`src/rtl/counter_sel_ctrl.sv`:
```
// Front-end controller for counter_3bit: debounces the mode/clear buttons and drives the
// 2-bit sel command, including timed clear bursts after reset and on a clear press.
module counter_sel_ctrl #(
    parameter int DEBOUNCE_CYCLES = 4,
    parameter int RESET_HOLD      = 2
) (
    input  logic       clk,
    input  logic       rst,
    input  logic       btn_mode,
    input  logic       btn_clr,
    output logic [1:0] sel,
    output logic [1:0] mode,
    output logic       clr_busy
);

    // state | meaning
    // CLEAR | sel forced to 11 for RESET_HOLD edges; hold_cnt counts the burst
    // RUN   | sel follows mode; a clear press restarts the burst
    typedef enum logic {
        CLEAR = 1'b0,
        RUN   = 1'b1
    } state_t;

    localparam int DW = $clog2(DEBOUNCE_CYCLES + 1);
    localparam int HW = $clog2(RESET_HOLD + 1);

    // Bit 0 carries the mode button, bit 1 the clear button.
    logic [1:0]    btn;
    logic [1:0]    s1;
    logic [1:0]    s2;
    logic [1:0]    db;
    logic [1:0]    db_q;
    logic [1:0]    press;
    logic [DW-1:0] db_cnt [2];

    state_t        state;
    state_t        state_nxt;
    logic [HW-1:0] hold_cnt;
    logic [HW-1:0] hold_nxt;
    logic [1:0]    mode_nxt;

    assign btn = {btn_clr, btn_mode};

    always_ff @(posedge clk or posedge rst) begin
        if (rst) begin
            s1   <= '0;
            s2   <= '0;
            db   <= '0;
            db_q <= '0;
            for (int i = 0; i < 2; i++) db_cnt[i] <= '0;
        end else begin
            s1   <= btn;
            s2   <= s1;
            db_q <= db;
            for (int i = 0; i < 2; i++) begin
                if (s2[i] != db[i]) begin
                    if (db_cnt[i] == DW'(DEBOUNCE_CYCLES - 1)) begin
                        db[i]     <= ~db[i];
                        db_cnt[i] <= '0;
                    end else begin
                        db_cnt[i] <= db_cnt[i] + 1'b1;
                    end
                end else begin
                    db_cnt[i] <= '0;
                end
            end
        end
    end

    // Only rising edges of the accepted level count; releases are silent.
    assign press = db & ~db_q;

    always_ff @(posedge clk or posedge rst) begin
        if (rst) begin
            state    <= CLEAR;
            hold_cnt <= '0;
            mode     <= 2'b00;
        end else begin
            state    <= state_nxt;
            hold_cnt <= hold_nxt;
            mode     <= mode_nxt;
        end
    end

    always_comb begin
        state_nxt = state;
        hold_nxt  = hold_cnt;
        mode_nxt  = mode;
        if (press[0]) mode_nxt = (mode == 2'b10) ? 2'b00 : mode + 2'b01;
        case (state)
            CLEAR: begin
                hold_nxt = hold_cnt + 1'b1;
                if (hold_cnt == HW'(RESET_HOLD - 1)) state_nxt = RUN;
            end
            RUN: begin
                if (press[1]) begin
                    state_nxt = CLEAR;
                    hold_nxt  = '0;
                end
            end
            default: begin
                state_nxt = CLEAR;
                hold_nxt  = '0;
            end
        endcase
    end

    always_comb begin
        clr_busy = (state == CLEAR);
        sel      = clr_busy ? 2'b11 : mode;
    end

endmodule

```
`config.mk`:
```
export PLATFORM = sky130hd
export DESIGN_NAME = counter_sel_ctrl
export DESIGN_NICKNAME = d
export VERILOG_FILES = /design/src/rtl/counter_sel_ctrl.sv
export SDC_FILE = /design/constraint.sdc
export NUM_CORES = 1
export LEC_CHECK = 0
export BUFFER_PORTS_ARGS = -buffer_cell sky130_fd_sc_hd__buf_2
export CAP_MARGIN = 25
export CORE_MARGIN = 2
export CORE_UTILIZATION = 40
export CTS_CLUSTER_DIAMETER = 120
export DETAILED_ROUTE_END_ITERATION = 10
export GPL_ROUTABILITY_DRIVEN = 0
export PLACE_DENSITY_LB_ADDON = 0.1
export REMOVE_ABC_BUFFERS = 1
export SYNTH_ARGS = -nofsm -noshare
export SYNTH_HDL_FRONTEND = slang
export SYNTH_SLANG_ARGS = --single-unit
```
`constraint.sdc`:
```
create_clock -name clk -period 1.5 [get_ports clk]
set_input_delay 0.3 -clock clk [delete_from_list [all_inputs] [get_ports clk]]
set_output_delay 0.3 -clock clk [all_outputs]
set_load 0.05 [all_outputs]
```
==> qor.csv <==
stage;metric;value;unit
logic_synthesis;yosys-top-cells-count;19 x dfrtp_1, 3 x ha_1, 3 x inv_1, 3 x nor2b_4, 3 x nor3b_1;
logic_synthesis;yosys-top-cells-area;dfrtp_1 64%, nor2b_4 5.5%, ha_1 5.0%, mux2_4 4.0%, mux2_2 3.0%;
critical_path;crit_fanout;9;
clock_network;clkTransAtPathRegs;110;ps
grt;grt_pass1_vias;369;
power;p_total;1840;uW
critical_path;end_kind;primary output;
floorplan;start_util;42.9;%
routing;wire_per_inst;10.8;um
finish;fill_cells;157;
finish;seqCellArea;477;sq um
critical_path;cp-start-kind;flop;
clock_network;cts_root_buf;clkbuf_4;
finish;syn_to_final_growth;15.7;%
logic_synthesis;synth.distinct_cells;19;
logic_synthesis;ys_warn_count;0;
finish;layout.nets;74;
logic_synthesis;post-synth-top-count-cell;dfrtp_1;
grt;grt_max_degree;20;
logic_synthesis;seq_area_frac_synth;63.5;%
routing;dr.first_iter.drc_count;3;
routing;via_count;411;
logic_synthesis;synthCells;53;
floorplan;ios;9;
sta;setup_viol;0;
grt;grt_overflow_total;0;
sta;period_needed;1380;ps
outcome;outcome;completed;
flow_run;cap_viol_max_count;0;
routing;first_pass_iters;2;
floorplan;placement_rows;15;
finish;diodes;0;
clock_network;clock-sinks;19;
logic_synthesis;synthFlopType;dfrtp_1;
finish;drive_gt1_share;33.3;%
logic_synthesis;synth-seq-cells;19;
routing;routed_wl;984;um
logic_synthesis;synth_top_area_share;63.5;%
finish;fin_cells;91;
hold_path;min_path_type;primary input to flop;
routing;drc;0;
floorplan;dieHeight;47.3;um
sta;worst_pin_slew;307;ps
sta;slew_violations;0;
sta;rsz0062_at_grt;no;
clock_network;numCtsBuffers;3;
logic_synthesis;synth-edff-count;0;
logic_synthesis;yosysTopAreaCell;dfrtp_1;
sta;finClkSkew;8.32;ps
sta;fin_ws;120;ps
clock_network;worstSkewPairLatency;290;ps
critical_path;arrival;1080;ps
clock_network;postCtsSetupRepairBufs;0;
floorplan;core;1750;sq um
sta;period_share;92.0;%
power;ir_drop;890;uV
place;dp_hpwl;699;um
logic_synthesis;synthArstFlopShare;100;%
floorplan;die-area;2230;sq um
routing;vias_per_cell;4.52;
sta;tns;0;ps
power;power_density;2120;nW/um^2
clock_network;clockBufferDepth;2;
logic_synthesis;avgSynthCellArea;14.1;sq um
grt;grt_usage;11.1;%
place;portBuffers;8;
critical_path;crit_required;1200;ps
sta;hold_violations;0;
critical_path;crit_type;flop to primary output;
clock_network;htree_num_levels;1;
floorplan;die_width;47.3;um
sta;maxSlewHeadroom;79.4;%
power;leakagePower;0.000414;uW
sta;fmax;0.724;GHz
logic_synthesis;netlist_area;748;sq um
finish;multi_input_area;256;sq um
finish;post-route-util;49.6;%
place;dp_slack;358;ps
place;placed_cells;86;
grt;grt_pass1_wl;1660;um
grt;antenna_found_initial;0;
clock_network;cts_tree;built;
routing;antenna_left;0;
cells by family after synthesis:
family          share of synthesized area, %
flops                                   63.5
simple gates                            17.7
buf+inv                                 2.17
mux                                     7.02
compound gates                          2.17
fa+ha+maj                               5.02
xor+xnor                                2.34
registers in the layout, summed over array words and instances, names as in the netlist:
name	count
db_cnt	6
db	2
db_q	2
hold_cnt	2
mode	2
s1	2
s2	2
state	1
power breakdown:
group	leakage, uW	internal (uW)	switching [uW]
clock	0.0000177	99.2	156
sequential	0.000234	682	134
combinational	0.000162	326	440
total	0.000414	1110	730
repair_timing:
action | in CTS | in global routing
hold buffers | 1 | 0
hold endpoints to repair | 2 | 0
setup endpoints to repair | 0 | 2
resized for setup | 0 | 3
layout make-up:
type / instances / share of cell area, %
inverter: 3 / 1.30
tap: 25 / 3.61
clock inverter: 1 / 0.578
sequential: 19 / 55.1
clock buffer: 3 / 2.60
timing repair buffer: 10 / 7.23
multi-input combinational: 30 / 29.6
worst paths after layout:
check,startpoint,to,slack [ps],depth (start not counted)
max,state,sel[0],120,2
min,btn_clr,s1[1],100,1
max reg2reg,db_cnt[0],db[1],340,3
min reg2reg,s1[1],s2[1],360,0
max in group asynchronous,rst,state,740,4
min in group asynchronous,rst,db_cnt[4],550,4
critical path, cell delays in order (launching register included):
cell      delay, ps
dfrtp_2         470
nand2b_1         90
clkbuf_4        220
metal layers:
layer  share of wire, %  wire, um  up-vias  GRT usage, %
met2                 48       476        9          16.2
met5                  0         0        -             0
met4               0.51         5        0          8.33
li1                   -         -      197             -
met3                3.6        35        2          2.31
met1                 47       467      203          14.5
layout by cell type, fill, tap and decap left out, drive strengths merged:
master	synthesis	layout
nor3	2	2
clkinv	0	1
a21oi	1	1
nand2	2	2
nor2b	5	5
nand2b	2	2
ha	3	3
clkbuf	1	5
dlygate4sd3	0	1
or2	1	1
dfrtp	19	19
o22ai	1	1
buf	0	7
mux2	4	4
nor2	2	2
xnor2	2	2
nor3b	4	4
o21ai	1	1
inv	3	3
per-stage QoR:
| step | area, sq um | hold WS, ps |
|---|---|---|
| after global placement | 822 | 330 |
| final | 866 | 98.9 |
| after CTS | 860 | 91.0 |
| after detailed placement | 822 | 335 |
| after floorplan | 743 | 251 |
| after global routing | 866 | 72.5 |
(Power assumes the default switching activity.)
